<file path="config.mk">
export PLATFORM = sky130hd
export DESIGN_NAME = fifo_uart_tx_flat
export DESIGN_NICKNAME = d
export VERILOG_FILES = /design/src/rtl/fifo_uart_tx_if.sv /design/src/rtl/fifo_uart_tx.sv /design/src/flat_wrapper.sv
export SDC_FILE = /design/constraint.sdc
export NUM_CORES = 1
export LEC_CHECK = 0
export CORE_MARGIN = 2
export CORE_UTILIZATION = 39
export DETAILED_ROUTE_END_ITERATION = 10
export SYNTH_ARGS = -nofsm -noshare
export SYNTH_HDL_FRONTEND = slang
export SYNTH_SLANG_ARGS = --single-unit
</file>
<file path="constraint.sdc">
create_clock -name clk -period 2.1 [get_ports clk]
set_clock_uncertainty 0.15 [all_clocks]
set_input_delay 0.42 -clock clk [delete_from_list [all_inputs] [get_ports clk]]
set_output_delay 0.42 -clock clk [all_outputs]
set_load 0.01 [all_outputs]
</file>
<file path="src/rtl/fifo_uart_tx_if.sv">
// FIFO read-side bundle between an upstream byte FIFO and fifo_uart_tx.
// master = UART reader, slave = FIFO.
interface fifo_uart_tx_if;
    logic       fifo_empty;
    logic [7:0] fifo_data;
    logic       fifo_rd_en;

    modport master (
        input  fifo_empty,
        input  fifo_data,
        output fifo_rd_en
    );

    modport slave (
        output fifo_empty,
        output fifo_data,
        input  fifo_rd_en
    );
endinterface

</file>
<file path="src/rtl/fifo_uart_tx.sv">
// UART transmitter that drains bytes from an upstream FIFO.
// 8 data bits LSB first, optional even parity, one stop bit.
module fifo_uart_tx #(
    parameter int CLKS_PER_BIT = 16,
    parameter bit PARITY_EN    = 1'b0
) (
    input  logic                  clk,
    input  logic                  reset,
    input  logic                  enable,
    fifo_uart_tx_if.master        fifo,
    output logic                  tx,
    output logic                  busy,
    output logic                  done,
    output logic [15:0]           frame_count
);

    localparam int CW = $clog2(CLKS_PER_BIT);
    localparam logic [CW-1:0] CNT_MAX = CW'(CLKS_PER_BIT - 1);

    typedef enum logic [2:0] {
        IDLE,
        FETCH,
        START,
        DATA,
        PARITY,
        STOP
    } state_t;

    state_t        state_q, state_d;
    logic [CW-1:0] cnt_q, cnt_d;
    logic [2:0]    bit_q, bit_d;
    logic [7:0]    sh_q, sh_d;
    logic          par_q, par_d;
    logic          tx_q, tx_d;
    logic [15:0]   fc_q;
    logic          rd_c;
    logic          done_c;
    logic          last;

    assign last = (cnt_q == CNT_MAX);

    always_ff @(posedge clk) begin
        if (reset) begin
            state_q <= IDLE;
            cnt_q   <= '0;
            bit_q   <= '0;
            sh_q    <= '0;
            par_q   <= 1'b0;
            tx_q    <= 1'b1;
            fc_q    <= '0;
        end else begin
            state_q <= state_d;
            cnt_q   <= cnt_d;
            bit_q   <= bit_d;
            sh_q    <= sh_d;
            par_q   <= par_d;
            tx_q    <= tx_d;
            if (done_c)
                fc_q <= fc_q + 16'd1;
        end
    end

    always_comb begin
        state_d = state_q;
        cnt_d   = cnt_q;
        bit_d   = bit_q;
        sh_d    = sh_q;
        par_d   = par_q;
        rd_c    = 1'b0;
        done_c  = 1'b0;
        unique case (state_q)
            IDLE: begin
                cnt_d = '0;
                bit_d = '0;
                if (enable && !fifo.fifo_empty) begin
                    rd_c    = 1'b1;
                    state_d = FETCH;
                end
            end
            FETCH: begin
                // Data is valid the cycle after the read strobe.
                sh_d    = fifo.fifo_data;
                par_d   = ^fifo.fifo_data;
                cnt_d   = '0;
                state_d = START;
            end
            START: begin
                if (last) begin
                    cnt_d   = '0;
                    bit_d   = '0;
                    state_d = DATA;
                end else begin
                    cnt_d = cnt_q + CW'(1);
                end
            end
            DATA: begin
                if (last) begin
                    cnt_d = '0;
                    sh_d  = {1'b0, sh_q[7:1]};
                    if (bit_q == 3'd7)
                        state_d = PARITY_EN ? PARITY : STOP;
                    else
                        bit_d = bit_q + 3'd1;
                end else begin
                    cnt_d = cnt_q + CW'(1);
                end
            end
            PARITY: begin
                if (last) begin
                    cnt_d   = '0;
                    state_d = STOP;
                end else begin
                    cnt_d = cnt_q + CW'(1);
                end
            end
            STOP: begin
                if (last) begin
                    cnt_d   = '0;
                    done_c  = 1'b1;
                    state_d = IDLE;
                end else begin
                    cnt_d = cnt_q + CW'(1);
                end
            end
            default: begin
                state_d = IDLE;
            end
        endcase
    end

    // tx is registered from the next state so the line never glitches.
    always_comb begin
        tx_d = 1'b1;
        unique case (state_d)
            START:   tx_d = 1'b0;
            DATA:    tx_d = sh_d[0];
            PARITY:  tx_d = par_d;
            default: tx_d = 1'b1;
        endcase
    end

    assign fifo.fifo_rd_en = rd_c & ~reset;
    assign done            = done_c & ~reset;
    assign tx              = tx_q;
    assign busy            = (state_q != IDLE);
    assign frame_count     = fc_q;

endmodule
</file>
<file path="src/flat_wrapper.sv">
// flat-port wrapper written by rule: the top's interface ports become plain ports
module fifo_uart_tx_flat 
#(
    parameter int CLKS_PER_BIT = 16,
    parameter bit PARITY_EN    = 1'b0
)
  (clk, reset, enable, tx, busy, done, frame_count, fifo_fifo_empty, fifo_fifo_data, fifo_fifo_rd_en);
  fifo_uart_tx_if fifo_i ();
  input  logic clk;
  input  logic reset;
  input  logic enable;
  output logic tx;
  output logic busy;
  output logic done;
  output logic [15:0] frame_count;
  input wire logic [$bits(fifo_i.fifo_empty)-1:0] fifo_fifo_empty;
  input wire logic [$bits(fifo_i.fifo_data)-1:0] fifo_fifo_data;
  output wire logic [$bits(fifo_i.fifo_rd_en)-1:0] fifo_fifo_rd_en;
  assign fifo_i.fifo_empty = fifo_fifo_empty;
  assign fifo_i.fifo_data = fifo_fifo_data;
  assign fifo_fifo_rd_en = fifo_i.fifo_rd_en;
  fifo_uart_tx #(.CLKS_PER_BIT(CLKS_PER_BIT), .PARITY_EN(PARITY_EN)) u_core (.clk(clk), .reset(reset), .enable(enable), .fifo(fifo_i), .tx(tx), .busy(busy), .done(done), .frame_count(frame_count));
endmodule
</file>
Yosys cells after proc, flatten, opt, wreduce, memory -nomap -nowiden. Index checks and enable logic that the tools add are counted. Widths: inputs -> output; s select.

Add/subtract/negate cells: 3. Reduce and logical (&&, ||, !) cells: 12. Equal/unequal tests: 13. Bitwise gates (word level): 3. Muxes and demuxes: 21.

Operators with widths (count): $mux 3 (9); $pmux 3 s6 (1); $add 16x1->16 const B (1); $pmux 8 s2 (1); $eq 3x2->1 const B (4); $eq 3x3->1 const B (4); $pmux 3 s3 (1); $mux 8 (1); $pmux 4 s2 (1); $reduce_xor 8->1 (1); $reduce_bool 3->1 (2); $mux 1 (5); $add 4x1->4 const B (1); $eq 4x4->1 const B (1); $mux 4 (1); $ne 2x1->1 const B (2); $reduce_and 4->1 (1); $reduce_bool 2->1 (2); $reduce_or 4->1 (1); $add 3x1->3 const B (1); $eq 3x1->1 const B (1); $logic_not 3->1 (1); $pmux 1 s3 (1); $and 1x1->1 (2); 6 further kinds (6).

Output and inout bits: 20. Input port bits: 12. Logic and storage cells: 60. Register bits after elaboration: 36.

Depth between registers and ports, before layout.
Depth after elaboration: 6. Depth in mapped cells: 7. Gate-level depth less buffers: 6.

Worst setup path after synthesis. No wires, ideal clock.

Path type: register to register. Start: reg u_core.cnt_q[0]. End: reg u_core.fc_q[12] (netlist: u_core.frame_count[12]). Clock period less this slack: 1.886 ns. Library setup time: 0.121 ns. Required time: 1.829 ns. Path buffers: 2. Arrival time: 1.615 ns. Stages on the path, launching flop included: 8. Setup slack: 0.214 ns. Cells stage by stage: dfxtp_1 ha_1 and3_1 buf_6 and3_2 buf_2 nand4_1 mux2_2.

Cells in the longest elaborated chain, start to end: 3.

Ends and longest elaborated chain: from (decl) (line fifo_uart_tx.sv:30) `logic [CW-1:0] cnt_q, cnt_d;`; from (signal assigned) (line fifo_uart_tx.sv:53) `cnt_q <= cnt_d;`; $eq 4x4->1 (line fifo_uart_tx.sv:40) `assign last = (cnt_q == CNT_MAX);`; $mux 1 (line fifo_uart_tx.sv:117) `if (last) begin`; $mux 1 (line fifo_uart_tx.sv:71) `unique case (state_q)`; to (signal assigned) (line fifo_uart_tx.sv:59) `fc_q <= fc_q + 16'd1;`; to (decl) (line fifo_uart_tx.sv:35) `logic [15:0] fc_q;`.

Every way passes these cells. A chain may end at the register's enable or synchronous reset.

Worst setup path in the final report.
Start: reg u_core.state_q[0]. End: out busy.

Cells in the longest elaborated chain, start to end: 1.

Ends and longest elaborated chain: from (decl) (line fifo_uart_tx.sv:29) `state_t state_q, state_d;`; from (signal assigned) (line fifo_uart_tx.sv:52) `state_q <= state_d;`; $reduce_bool 3->1 (line fifo_uart_tx.sv:145) `assign busy = (state_q != IDLE);`; to (decl) (line flat_wrapper.sv:13) `output logic busy;`.

Every way passes these cells.

==> run metrics <==
Worst Min Path Start=u_core.bit_q[1]$_SDFFE_PP0P_; Cells after Synth=226; Final Hold Vio Count=0; worst path cell trace=buf_4 > buf_4 > or3_1 > clkdlybuf4s15_1; # DRC=0; CP startpoint kind=flop; Avg Cell Area, Syn=8.59 µm²; Setup violations, final=0; Achievable Freq=497 MHz; Setup crit end kind=output pin; sequential share of the synthesized area=37.1%; post-route ant nets=0; maximum vdd drop=0.315 mV; YS warnings=0; first-pass GRT wire length=6.98 mm; clk root buf=clkbuf_8; via count=1765; TritonRoute pass-1 iters=4; status=complete, no violations; Hold-fix buffers, CTS=0; EDFF count, synth=0; worst reg2reg endpoint=u_core.sh_q[3]$_SDFFE_PP0P_; die area=5560 µm²; initial DRC count=44; fin nets=287; Slew HR=65.5%; pwr dens=543 nW/µm²; final WL=4.08 mm; post-DR wirelength/cell=12.0 µm; CP dominant cell by count=buf_4; placed insts=331; Initial Utilization=40.8%; Post-Syn Nets=242; # port buffers=31; Clock Latency Late Sink=0.29 ns; worst r2r src=u_core.state_q[1]$_SDFF_PP0_; aggregate global-route resource usage=16.2%; hpwl dp=2.96 mm; hold depth=2; count of state elements after synthesis=36; crit path time final=2.01 ns; DIE WIDTH=74.6 µm; hold worst-path end=u_core.bit_q[1]$_SDFFE_PP0P_; Worst EP arrival=1.44 ns; CTS tree=yes; Slew Viols, Final=0; Clock Tree Buf Depth=2; RSZ-0062 raised after global routing=no; crit path buf inv count=3; Critical Path RT=1.53 ns; Top Ports=32; clock slew seen by the registers of the worst setup and hold paths=0.07 ns; Core Area=4750 µm²; H-tree depth=2; R2R Setup Slk=0.19 ns; Crit-path slowest cell=dfxtp_1; detail-routed via count per cell=5.21; Max-cap violations=0; critical path class=flop to output pin; Routability Congestion=0.764; ys flop type=dfxtp_1; worst slew pin tran=0.516 ns; pin count of the biggest net entering global routing=37; worst hold path class=flop to flop; Synth Cell Area=1940 µm²; fin crit share=95.9%; clk sinks=36; Area Growth Syn to Fin=30.4%; vias in the first global route=1553; fraction of layout cells with a size suffix above 1=15.4%; Inserted Clock Buffers=5; slowest cell delay on critical path=0.31 ns; Synth cell types=46; height of the die=74.6 µm; kind of cell adding the most delay to the critical path=buffers and inverters; row count=25; GR Overflow Total=0; Max Fanout on Critical Path=12; leak pwr=0.951 nW; r2r worst-path depth=5; Total Power=0.00137 W; Finished Layout Cells=339; initial antenna violation count=0; fraction of registers with async set/reset=0%; diode count=0
## registers in the layout, summed over array words and instances, names as in the netlist
name	count
u_core.state_q	3
u_core.bit_q	3
u_core.tx	1
u_core.par_q	1
u_core.cnt_q	4
u_core.sh_q	8
u_core.frame_count	16
## per-layer routing
metal / GRT usage [%] / share of wire [%] / up-vias
met2: 25.8 / 46 / 32
met5: 0 / 0 / -
met1: 21.0 / 49 / 810
met3: 4.07 / 3.6 / 7
met4: 6.55 / 1.6 / 0
li1: - / - / 916
## per-stage QoR
step,util (%),setup slack (ns),hold slack [ns],cell area [µm²],setup TNS (ns)
after global placement,51.1,-0.531,0.306,2430,-0.905
after detailed placement,51.1,-0.567,0.316,2430,-0.905
after global routing,53.3,0.0264,0.344,2530,0
final,53.3,0.0867,0.323,2530,0
after floorplan,-,0.214,0.297,1940,0
after CTS,52.9,-0.135,0.327,2520,-0.150
## cell usage in the layout, fill, tap and decap left out, drive strengths merged, types with 3 or more instances in the layout
cell           instances
a211oi                 9
nor2b                 12
or4                    3
buf                   22
inv                    6
mux2                   4
dfxtp                 36
a21oi                 23
xnor2                  9
o21ai                  3
nor2                  24
nand2                 10
clkdlybuf4s50         25
nand4                 10
or3                    5
ha                     4
xor2                   3
and3                   7
nand2b                 5
dlymetal6s2s           3
o31ai                  5
nor4                   4
nand3                  9
clkbuf                 9
## cells in the mapped netlist, types with 2 or more instances
| library cell | count | share of area [%] |
|---|---|---|
| xnor2_1 | 9 | 4.1 |
| and3_1 | 4 | 1.3 |
| and2_1 | 2 | 0.64 |
| mux2_2 | 3 | 1.7 |
| dfxtp_1 | 36 | 37 |
| or4_1 | 3 | 1.2 |
| o31ai_1 | 5 | 1.9 |
| a21oi_1 | 23 | 5.9 |
| clkbuf_8 | 2 | 1.4 |
| mux2i_1 | 2 | 1.0 |
| nand3_1 | 9 | 2.3 |
| ha_1 | 4 | 2.6 |
| nand2b_1 | 5 | 1.6 |
| nand4_1 | 9 | 2.9 |
| xor2_1 | 3 | 1.4 |
| buf_2 | 3 | 0.77 |
| buf_4 | 2 | 0.77 |
| nor2_1 | 24 | 4.6 |
| inv_1 | 6 | 1.2 |
| nor4_1 | 3 | 0.97 |
| o21ai_0 | 3 | 0.77 |
| clkbuf_1 | 5 | 0.97 |
| a211oi_1 | 9 | 3.5 |
| nand2_1 | 10 | 1.9 |
| nor2b_1 | 12 | 3.9 |
| and3_2 | 3 | 1.2 |
| or3_1 | 4 | 1.3 |
| and3b_1 | 2 | 0.90 |
| a22oi_1 | 2 | 0.77 |
| o41ai_1 | 2 | 0.90 |
| nand4b_1 | 2 | 0.90 |
## area by class of cell
| class | instances | area (µm²) |
|---|---|---|
| clock buffer | 8 | 90.1 |
| fill | 461 | 2220 |
| inverter | 6 | 22.5 |
| multi-input combinational | 170 | 1120 |
| sequential | 36 | 721 |
| tap | 67 | 83.8 |
| timing repair buffer | 52 | 490 |
## report_power, final
| group | internal [W] | switching, W |
|---|---|---|
| clock network | 0.000268 | 0.000243 |
| registers | 0.000697 | 0.00000793 |
| logic | 0.0000839 | 0.0000745 |
## worst max path at each step
stage / startpoint / to / slack [ns] / depth (start not counted)
2_1_floorplan: u_core.cnt_q[0]$_SDFFE_PP0P_ / u_core.frame_count[12]$_SDFFE_PP0P_ / 0.21 / 7
3_3_place_gp: enable / fifo_fifo_rd_en / -0.53 / 4
3_5_place_dp: enable / fifo_fifo_rd_en / -0.57 / 4
4_1_cts: enable / fifo_fifo_rd_en / -0.14 / 4
5_1_grt: u_core.state_q[0]$_SDFF_PP0_ / busy / 0.03 / 4
6_report: u_core.state_q[0]$_SDFF_PP0_ / busy / 0.09 / 4
## worst min-delay path, cell delays in order (launching register included)
cell      delay [ns]
dfxtp_1         0.32
nand2b_1        0.06
a21oi_1         0.05
## timing repair
| item | in CTS | in global routing |
|---|---|---|
| gates resized for setup | 8 | 8 |
| pin swaps | 0 | 2 |
| endpoints found under the setup margin | 3 | 3 |
| setup buffers | 0 | 0 |
## cells by family (layout without fill, tap and decap cells)
family	after synthesis	after routing	synth area share, %
adder cells (fa/ha/maj)	4	4	2.58
buffers and inverters	20	66	5.86
flip-flops	36	36	37.1
AO/OA/AOI/OAI	49	49	16.3
multiplexers	6	6	3.35
XOR/XNOR	12	12	5.41
AND/OR/NAND/NOR	99	99	29.4
(Power assumes the default switching activity.)
